File: src/rtl/multi_voice_wave_addr.sv
// ============================================================================
// multi_voice_wave_addr
// ----------------------------------------------------------------------------
// Per-voice sample-address generator for waveform playback out of a sample
// ROM/RAM. Each of the CH voices is an independent two-state machine
// (IDLE / PLAY). A trigger latches that voice's base address, last offset and
// loop mode, then walks the read address from base to base+length, advancing
// once per shared sample-rate tick. At the end a voice either wraps back to
// base (loop mode) or returns to IDLE and pulses done (one-shot mode).
//
// Ports
//   clock      in   1      system clock, all state changes on the rising edge
//   reset      in   1      asynchronous active-high reset, clears all voices
//   trigger    in   CH     per-voice start / retrigger request
//   stop       in   CH     per-voice abort request (beats trigger and tick)
//   loop_mode  in   CH     per-voice mode captured at trigger, 1 = loop
//   base       in   CH*AW  per-voice start address, voice i at [i*AW +: AW]
//   length     in   CH*AW  per-voice last offset (inclusive), same packing
//   tick       in   1      shared sample-rate strobe, one-cycle pulse
//   address    out  CH*AW  registered per-voice read address
//   playing    out  CH     per-voice active flag
//   done       out  CH     one-cycle pulse when a one-shot voice ends naturally
//
// Every output comes straight from a register, so there is no combinational
// path from any input to any output.
// ============================================================================
module multi_voice_wave_addr #(
    parameter int CH = 4,
    parameter int AW = 15
) (
    input  logic             clock,
    input  logic             reset,
    input  logic [CH-1:0]    trigger,
    input  logic [CH-1:0]    stop,
    input  logic [CH-1:0]    loop_mode,
    input  logic [CH*AW-1:0] base,
    input  logic [CH*AW-1:0] length,
    input  logic             tick,
    output logic [CH*AW-1:0] address,
    output logic [CH-1:0]    playing,
    output logic [CH-1:0]    done
);

    typedef enum logic {
        IDLE = 1'b0,
        PLAY = 1'b1
    } voiceState_t;

    localparam logic [AW-1:0] ONE  = {{(AW-1){1'b0}}, 1'b1};
    localparam logic [AW-1:0] ZERO = '0;

    voiceState_t   state_q      [CH];
    voiceState_t   state_d      [CH];
    logic [AW-1:0] baseLatch_q  [CH];
    logic [AW-1:0] baseLatch_d  [CH];
    logic [AW-1:0] lenLatch_q   [CH];
    logic [AW-1:0] lenLatch_d   [CH];
    logic [AW-1:0] offset_q     [CH];
    logic [AW-1:0] offset_d     [CH];
    logic [AW-1:0] address_q    [CH];
    logic [AW-1:0] address_d    [CH];
    logic [CH-1:0] loopLatch_q;
    logic [CH-1:0] loopLatch_d;
    logic [CH-1:0] done_q;
    logic [CH-1:0] done_d;

    // State register for every voice. The address is kept as its own register
    // (rather than base+offset computed on the output) so the memory read port
    // sees a clean flop output and IDLE can force it to zero.
    always_ff @(posedge clock or posedge reset) begin
        if (reset) begin
            for (int i = 0; i < CH; i++) begin
                state_q[i]     <= IDLE;
                baseLatch_q[i] <= ZERO;
                lenLatch_q[i]  <= ZERO;
                offset_q[i]    <= ZERO;
                address_q[i]   <= ZERO;
            end
            loopLatch_q <= '0;
            done_q      <= '0;
        end else begin
            for (int i = 0; i < CH; i++) begin
                state_q[i]     <= state_d[i];
                baseLatch_q[i] <= baseLatch_d[i];
                lenLatch_q[i]  <= lenLatch_d[i];
                offset_q[i]    <= offset_d[i];
                address_q[i]   <= address_d[i];
            end
            loopLatch_q <= loopLatch_d;
            done_q      <= done_d;
        end
    end

    // Next-state logic, evaluated independently for each voice. Priority is
    // stop, then trigger, then tick. A trigger on its own edge ignores tick so
    // the first sample (base) is always presented for a full tick period.
    // done defaults low so it can only ever be a single-cycle pulse, and it is
    // only raised on the transition into IDLE, so it never overlaps playing.
    always_comb begin
        for (int i = 0; i < CH; i++) begin
            state_d[i]     = state_q[i];
            baseLatch_d[i] = baseLatch_q[i];
            lenLatch_d[i]  = lenLatch_q[i];
            offset_d[i]    = offset_q[i];
            address_d[i]   = address_q[i];
            loopLatch_d[i] = loopLatch_q[i];
            done_d[i]      = 1'b0;

            if (stop[i]) begin
                state_d[i]   = IDLE;
                offset_d[i]  = ZERO;
                address_d[i] = ZERO;
            end else if (trigger[i]) begin
                state_d[i]     = PLAY;
                baseLatch_d[i] = base[i*AW +: AW];
                lenLatch_d[i]  = length[i*AW +: AW];
                loopLatch_d[i] = loop_mode[i];
                offset_d[i]    = ZERO;
                address_d[i]   = base[i*AW +: AW];
            end else if ((state_q[i] == PLAY) && tick) begin
                if (offset_q[i] < lenLatch_q[i]) begin
                    // Address arithmetic is modulo 2^AW, so a run that
                    // crosses all-ones simply continues from zero.
                    offset_d[i]  = offset_q[i] + ONE;
                    address_d[i] = baseLatch_q[i] + offset_q[i] + ONE;
                end else if (loopLatch_q[i]) begin
                    offset_d[i]  = ZERO;
                    address_d[i] = baseLatch_q[i];
                end else begin
                    state_d[i]   = IDLE;
                    offset_d[i]  = ZERO;
                    address_d[i] = ZERO;
                    done_d[i]    = 1'b1;
                end
            end
        end
    end

    // Pack the per-voice registers onto the flat output buses.
    for (genvar g = 0; g < CH; g++) begin : gOut
        assign address[g*AW +: AW] = address_q[g];
        assign playing[g]          = (state_q[g] == PLAY);
    end

    assign done = done_q;

endmodule

File: config.mk
export PLATFORM = sky130hd
export DESIGN_NAME = multi_voice_wave_addr
export DESIGN_NICKNAME = d
export VERILOG_FILES = /design/src/rtl/multi_voice_wave_addr.sv
export SDC_FILE = /design/constraint.sdc
export NUM_CORES = 1
export LEC_CHECK = 0
export CAP_MARGIN = 20
export CORE_MARGIN = 2
export CORE_UTILIZATION = 56
export CTS_BUF_LIST = sky130_fd_sc_hd__clkbuf_16
export DETAILED_ROUTE_END_ITERATION = 7
export PLACE_DENSITY = 0.81
export SLEW_MARGIN = 20
export SYNTH_ARGS = -nofsm -noshare
export SYNTH_HDL_FRONTEND = slang
export SYNTH_SLANG_ARGS = --single-unit
File: constraint.sdc
create_clock -name clock -period 8.85 [get_ports clock]
set_input_delay 0.885 -clock clock [delete_from_list [all_inputs] [get_ports clock]]
set_output_delay 0.885 -clock clock [all_outputs]
set_load 0.02 [all_outputs]
Word-level counts from Yosys, hierarchy flattened
Cells that the tools add are included.
- add/sub/neg operators: 12
- $lt $le $gt $ge: 4
- equality and inequality tests: 8
- mux-type cells: 76
- bitwise operators: 4
- reduce and logical (&&, ||, !) cells: 16
- operators with widths (cell ; count):
    two-way mux 15 bit ; 36
    adder 15 x 1 -> 15 bit (second input constant) ; 8
    adder 15 bit ; 4
    < comparator 15 bit ; 4
    two-way mux 1 bit ; 40
    != test 3 bit (second input constant) ; 8
    AND reduction 3 bit ; 4
    nonzero test 3 bit ; 4
    AND reduction 2 bit ; 4
    logical AND 1 bit ; 4
    inverter 1 bit ; 4
- flip-flop bits (word level): 252
- input bits: 135
- output and inout port bits: 68

Logic depth before layout (Yosys ltp)
Gate-level depths: netlist of the first run.
- depth in word-level cells: 6
- depth in mapped cells: 12

Worst setup path after synthesis of the first run
OpenSTA, ideal clock, no wires.
- path kind: reg-to-reg
- from: reg offset_q[0] (netlist name)
- to: reg address_q (netlist bit address[59])
- arrival time: 2.697 ns
- data required time: 8.719 ns
- path slack: 6.022 ns
- cell stages (with the launch flop): 13
- path buffers: 0
- path through: dfrtp_1 > inv_1 > ha_1 > inv_1 > fa_1 > a21o_1 > a22o_1 > o41ai_4 > o21ai_2 > or4b_1 > nand3_1 > mux2i_1 > nand3_1
- longest elaborated chain between the ends: 6
- elaborated cells on any way between the ends: 7
- classes of those cells: add/sub: 2; order compare: 1; mux: 4
- RTL lines (what ; line ; text):
    from (decl) ; 58 ; logic [AW-1:0] offset_q [CH];
    from (signal, indexed assignment) ; 86 ; offset_q[i] <= offset_d[i];
    adder 15 bit ; 125 ; address_d[i] = baseLatch_q[i] + offset_q[i] + ONE;
    adder 15 x 1 -> 15 bit ; 125 ;
    two-way mux 15 bit * ; 121 ; if (offset_q[i] < lenLatch_q[i]) begin
    two-way mux 15 bit * ; 120 ; end else if ((state_q[i] == PLAY) && tick) begin
    two-way mux 15 bit * ; 113 ; end else if (trigger[i]) begin
    two-way mux 15 bit * ; 109 ; if (stop[i]) begin
    to (signal, indexed assignment) ; 87 ; address_q[i] <= address_d[i];
    to (decl) ; 60 ; logic [AW-1:0] address_q [CH];
Every way passes the cells marked *; elsewhere a longest branch is shown, timed or not. The select of a mux whose other input is x is not followed.
A chain may end at the register's enable or synchronous reset.

Final worst setup path of the first run
- from: in tick
- to: reg offset_q[11] (netlist name)
- longest elaborated chain between the ends: 2
- RTL lines (what ; line ; text):
    from (decl) ; 38 ; input logic tick,
    logical AND 1 bit ; 120 ;
    nonzero test 3 bit (no source line) ; - ;
No other way between the ends.

==> impl_summary.log, run 1 <==
[metrics] Tightest Hold Check Type: reg2reg
[metrics] count of routing violations after the opening detailed-route iteration: 1,039
[metrics] flip-flop and latch count after synthesis: 252
[metrics] CTS Sinks: 252
[metrics] most common library cell in the layout ignoring fill and taps: nand2_1
[metrics] starting density of the core: 56.7%
[metrics] sequential-to-total area share from yosys stat: 41.6%
[metrics] Rows: 60
[metrics] worst-case headroom to the max-slew limit: 30.1%
[metrics] number of nets with antenna violations after routing: 0
[metrics] setup repair after global routing missed its margin: false
[metrics] Post-CTS Resized: 0
[metrics] post-synthesis cell count: 1,781
[metrics] Net Count, Synth: 2,036
[metrics] hold wc startpoint: lenLatch_q[0]
[metrics] clock buffers created by TritonCTS: 28
[metrics] number of distinct standard cells referenced by the synthesized netlist: 63
[metrics] pre-CTS setup slack: 4870 ps
[metrics] post-synthesis cell type with the largest combined area: dfrtp_1
[metrics] async set-reset flop share out of synthesis: 100%
[metrics] die area: 28,400 um^2
[metrics] number of I/O port buffers: 202
[metrics] # nets final: 2,199
[metrics] routed wire length per instance: 17.4 um
[metrics] Yosys top cell area share: 41.6%
[metrics] pin count of the biggest net entering global routing: 145
[metrics] worst clock skew: 8.34 ps
[metrics] DRC Markers: 0
[metrics] clock transition at the registers of the reported paths: 60 ps
[metrics] cell leakage power: 0.00892 uW
[metrics] via count: 13,800
[metrics] post-detailed-routing wire length: 40.2 mm
[metrics] setup total negative slack: 0 ps
[metrics] dominant register cell in the synthesized netlist: dfrtp_1
[metrics] number of synthesis warnings: 0
[metrics] detailed-route vias per instance: 6.00
[metrics] count of H-tree levels built during CTS: 1
[metrics] antenna violations before repair: 0
[metrics] slew at the pin with the worst max-slew slack: 1050 ps
[metrics] critical path type: in2reg
[metrics] hold endpoint: lenLatch_q[0]
[metrics] maximum buffer depth of the clock tree: 3
[metrics] Final Max Tran Viols: 0
[metrics] global-route usage over all layers: 27.8%
[metrics] reg-to-reg endpoint: address[59]
[metrics] post-synthesis average cell area: 8.50 um^2
[metrics] startpoint kind of the worst setup timing path: input port
[metrics] total global routing overflow: 0
[metrics] root buffer cell: clkbuf_16
[metrics] die width: 168 um
[metrics] worst setup slack for register-to-register paths: 5600 ps
[metrics] number of cells on the worst hold path: 2
[metrics] Setup Fix Bufs, Post-CTS: 0
[metrics] Power Dens Cells: 167 nW/um^2
[metrics] signed area change from the synthesized netlist to the final layout: 21.2%
[metrics] standard cell core area: 26,700 um^2
[metrics] CP Launch Point: tick
[metrics] Detailed Routing Iterations Pass 1: 5
[metrics] I/O pin count: 203
[metrics] wire length of the first global-routing pass: 65.7 mm
[metrics] floorplan die height: 168 um
[metrics] clock latency reported for the late side of the worst-skew pair: 540 ps
[metrics] TritonCTS clock tree: done
[metrics] final core area utilization: 68.7%
[metrics] logic depth of the worst register-to-register path: 12
[metrics] number of global-route vias before repair: 13,400
[metrics] synth top area cells: dfrtp_1 42%, ha_1 9.6%, nand2_1 8.8%, o21ai_0 5.4%, a21oi_1 4.3%
[metrics] sum of net half-perimeters after detailed placement: 27.6 mm
[metrics] number of endpoints failing setup at the final stage: 0
[metrics] worst hold margin: 478 ps
[metrics] min cycle time layout: 3520 ps
[metrics] post-synth design cell area: 15,100 um^2
[metrics] maximum vdd ir drop: 0.142 mV
[metrics] number of maximum-capacitance violations: 0
[metrics] RR Startpoint: offset_q[0]
[metrics] Tcrit/Tclk final: 39.7%
[metrics] most frequent cells in the layout: 355 x nand2_1, 252 x dfrtp_1, 202 x clkdlybuf4s50_1
[metrics] Setup WS post-layout: 5330 ps
[metrics] fraction of final layout cells with drive strength greater than 1: 3.61%
[metrics] final hold vios: 0
[metrics] final weighted congestion in routability-driven placement: 0.905
[metrics] timing-limited maximum frequency: 284 MHz
[metrics] count of hold-fix buffers inserted at cts: 0
[metrics] number of inserted diodes: 0
[metrics] run status: finished, final reports clean
[metrics] critical path capture point type: register
[metrics] number of flops mapped to enable cells by yosys: 0
[metrics] required arrival time at the worst endpoint: 9270 ps
[metrics] critical path peak fanout: 21
[metrics] CP Data Arrival Time: 3940 ps
==> worst max-delay path, stage by stage <==
cell,delay [ps]
clkdlybuf4s50_1,940
nand2_1,570
nand2_1,720
and4_1,360
nand3_1,130
nor2_1,150
xnor2_1,130
nor2_1,50
==> metal layers <==
metal  up-vias  global-route usage, %  share of wire, %
li1       6573                      -                 -
met1      6622                   37.5                43
met2       547                   46.9                48
met3        91                   3.79               6.4
met4         0                   8.73               2.7
met5         -                      0                 0
==> where the power goes <==
group          total (uW)  switching (uW)  internal (uW)
sequential           1330            78.7           1250
combinational         555             311            244
clock                1180             474            705
==> sequential cells by signal, indices dropped and copies added (netlist names) <==
signal / cells
address: 60
loopLatch_q: 4
lenLatch_q: 60
offset_q: 60
done: 4
baseLatch_q: 60
playing: 4
==> worst max-delay path by stage <==
| stage | endpoint | slack (ps) | depth (start not counted) |
|---|---|---|---|
| 6_report | offset_q[11] | 5330 | 8 |
| 5_1_grt | offset_q[11] | 5160 | 8 |
| 4_1_cts | offset_q[11] | 5420 | 8 |
| 3_5_place_dp | offset_q[11] | 4870 | 8 |
| 3_3_place_gp | offset_q[11] | 4920 | 8 |
| 2_1_floorplan | address[0] | 1040 | 1 |
==> final cells by class <==
type	count	area (um^2)
fill	2095	8370
multi-input combinational	1364	8240
sequential	252	6310
timing repair buffer	211	2110
clock buffer	29	726
tap	341	427
inverter	87	339
clock inverter	22	203
==> synth_stat cells (35+ instances only) <==
cell / count
dfrtp_1: 252
nand2_1: 355
nor2_1: 127
clkbuf_1: 74
a21oi_1: 129
nand3_1: 36
a21o_1: 53
ha_1: 116
inv_1: 87
xnor2_1: 35
o21ai_0: 162
and3_1: 53
==> through the flow <==
step                instances  cell area (um^2)  power (uW)
detailed placement       2254             17400        1900
finish                   2306             18400        3070
CTS                      2305             18300        3090
global route             2306             18400        3200
global placement         2254             17400        1880
floorplan                1781             15100        1670
==> cell families (layout without fill, tap and decap cells) <==
logic type | count (synthesis) | count (layout) | share of synthesized area [%]
buffers and inverters | 165 | 349 | 4.11
adders and majority gates | 120 | 120 | 10.1
AOI/OAI and AO/OA | 485 | 485 | 19.5
muxes | 8 | 8 | 0.537
DFF | 252 | 252 | 41.6
xor gates and xnor gates | 59 | 59 | 3.41
and+or+nand+nor | 692 | 692 | 20.7
No activity file was read; power rests on OpenSTA's default activity.
==> run 2, diff against run 1 <==
Settings changed: CORE_UTILIZATION 56 to 51, PLACE_DENSITY 0.81 to 0.78.
Clock period 8.85 ns to 2.9 ns, I/O delays scaled along.
==> impl_summary.log, run 2 (synthesis gave the netlist of run 1 again) <==
[metrics] run status: finished, final reports clean
[metrics] pin count of the biggest net entering global routing: 78
[metrics] worst hold margin: 154 ps
[metrics] root buffer cell: clkbuf_16
[metrics] count of routing violations after the opening detailed-route iteration: 1,020
[metrics] fraction of final layout cells with drive strength greater than 1: 7.05%
[metrics] TritonCTS clock tree: done
[metrics] critical path type: reg2reg
[metrics] maximum buffer depth of the clock tree: 3
[metrics] sum of net half-perimeters after detailed placement: 29.7 mm
[metrics] number of inserted diodes: 0
[metrics] number of global-route vias before repair: 14,100
[metrics] CTS Sinks: 252
[metrics] count of hold-fix buffers inserted at cts: 0
[metrics] detailed-route vias per instance: 5.73
[metrics] final hold vios: 0
[metrics] Cell Chain, Critical Path: inv_2, ha_4, inv_2, fa_2, a21o_1, a22o_1, o41ai_4, o21ai_2, or4b_4, nand3_2, mux2i_1, nand3_1
[metrics] Power Dens Cells: 484 nW/um^2
[metrics] signed area change from the synthesized netlist to the final layout: 24.9%
[metrics] crit-path max cell delay: 520 ps
[metrics] timing-limited maximum frequency: 350 MHz
[metrics] floorplan die height: 176 um
[metrics] Final Max Tran Viols: 0
[metrics] required arrival time at the worst endpoint: 3320 ps
[metrics] clock latency reported for the late side of the worst-skew pair: 540 ps
[metrics] overall power after layout: 9160 uW
[metrics] wire length of the first global-routing pass: 68.1 mm
[metrics] DRC Markers: 0
[metrics] Detailed Routing Iterations Pass 1: 6
[metrics] global-route usage over all layers: 26.4%
[metrics] clock transition at the registers of the reported paths: 60 ps
[metrics] Tcrit/Tclk final: 98.4%
[metrics] die area: 31,100 um^2
[metrics] routed wire length per instance: 17.0 um
[metrics] post-detailed-routing wire length: 41.0 mm
[metrics] critical path capture point type: register
[metrics] count of H-tree levels built during CTS: 1
[metrics] highest-delay cell along the critical path: or4b_4
[metrics] final weighted congestion in routability-driven placement: 0.905
[metrics] Rows: 63
[metrics] # nets final: 2,263
[metrics] critical path peak fanout: 2
[metrics] most common library cell in the layout ignoring fill and taps: nand2_1
[metrics] CP Data Arrival Time: 3280 ps
[metrics] critical path's most frequent cell: inv_2
[metrics] starting density of the core: 51.5%
[metrics] Setup WS post-layout: 46.7 ps
[metrics] worst clock skew: 10.8 ps
[metrics] number of I/O port buffers: 202
[metrics] antenna violations before repair: 0
[metrics] via count: 13,900
[metrics] Tightest Hold Check Type: in2async
[metrics] standard cell core area: 29,400 um^2
[metrics] slew at the pin with the worst max-slew slack: 845 ps
[metrics] final core area utilization: 64.3%
[metrics] cell leakage power: 0.00924 uW
[metrics] startpoint kind of the worst setup timing path: register
[metrics] total global routing overflow: 0
[metrics] die width: 176 um
[metrics] number of nets with antenna violations after routing: 0
[metrics] worst-case headroom to the max-slew limit: 43.3%
[metrics] number of maximum-capacitance violations: 0
[metrics] number of endpoints failing setup at the final stage: 0
[metrics] most frequent cells in the layout: 355 x nand2_1, 252 x dfrtp_1, 202 x clkdlybuf4s50_1
[metrics] I/O pin count: 203
[metrics] setup repair after global routing missed its margin: true
[metrics] pre-CTS setup slack: 42.4 ps
[metrics] min cycle time layout: 2850 ps
[metrics] clock buffers created by TritonCTS: 28
[metrics] maximum vdd ir drop: 0.421 mV
run 2: changes by cell type in the layout (fill, tap and decap cells not counted), moves of 2 or more:
cell	before	now
fa_2	0	2
fa_1	4	2
clkinv_1	6	9
buf_12	0	7
inv_2	0	3
buf_4	8	66
a21oi_2	0	2
bufinv_16	4	1
a21oi_1	129	127
run 2: area by class of cell:
type                            count  area [um^2]
Tap cell                          390          488
Clock inverter                     22          119
Inverter                           87          330
Fill cell                        2464        10500
Multi-Input combinational cell   1364         8290
Clock buffer                       29          726
Sequential cell                   252         6310
Timing Repair Buffer              275         2660
run 2: per-layer routing:
layer  GRT usage (%)  wire, um  vias up
li1                -         -     6688
met1            34.9     17900     6633
met2            45.4     19600      470
met3            3.32      2400       74
met4            8.20      1100        0
met5               0         0        -
run 2: critical path: cells and delay by family, from the launching register on:
family	cells	cell delay, ps
buffers and inverters	2	110
AOI/OAI and AO/OA	4	910
muxes	1	180
adders and majority gates	2	460
and+or+nand+nor	3	680
DFF	1	400
run 2: report_power, final:
group	leakage (uW)	switching [uW]	internal, uW	total (uW)
clock	0.000437	1460	1880	3340
sequential	0.00325	238	3820	4060
combinational	0.00555	963	796	1760
run 2: through the flow:
stage | instances | setup TNS (ps) | area (um^2)
6_report | 2419 | 0 | 18900
3_5_place_dp | 2367 | 0 | 18000
2_1_floorplan | 1781 | -177830 | 15200
3_3_place_gp | 2367 | 0 | 18000
5_1_grt | 2419 | -103 | 18900
4_1_cts | 2418 | 0 | 18900
run 2: repair_timing:
action | in CTS | in global routing
gates resized for setup | 0 | 15
setup endpoints to repair | 0 | 8
endpoints found under the hold margin | 0 | 0
buffers inserted | 0 | 1
run 2: path summary, 6_finish.rpt:
check | start | to | slack, ps | cells after the start
worst max-delay path | offset_q[0] | address[59] | 50 | 12
worst min-delay path | reset | lenLatch_q[46] | 150 | 2
worst max register to register | offset_q[0] | address[59] | 50 | 12
worst min register to register | lenLatch_q[45] | lenLatch_q[45] | 480 | 2
max in group asynchronous | reset | lenLatch_q[34] | 1910 | 3
min in group clock | loop_mode[3] | loopLatch_q[3] | 280 | 3
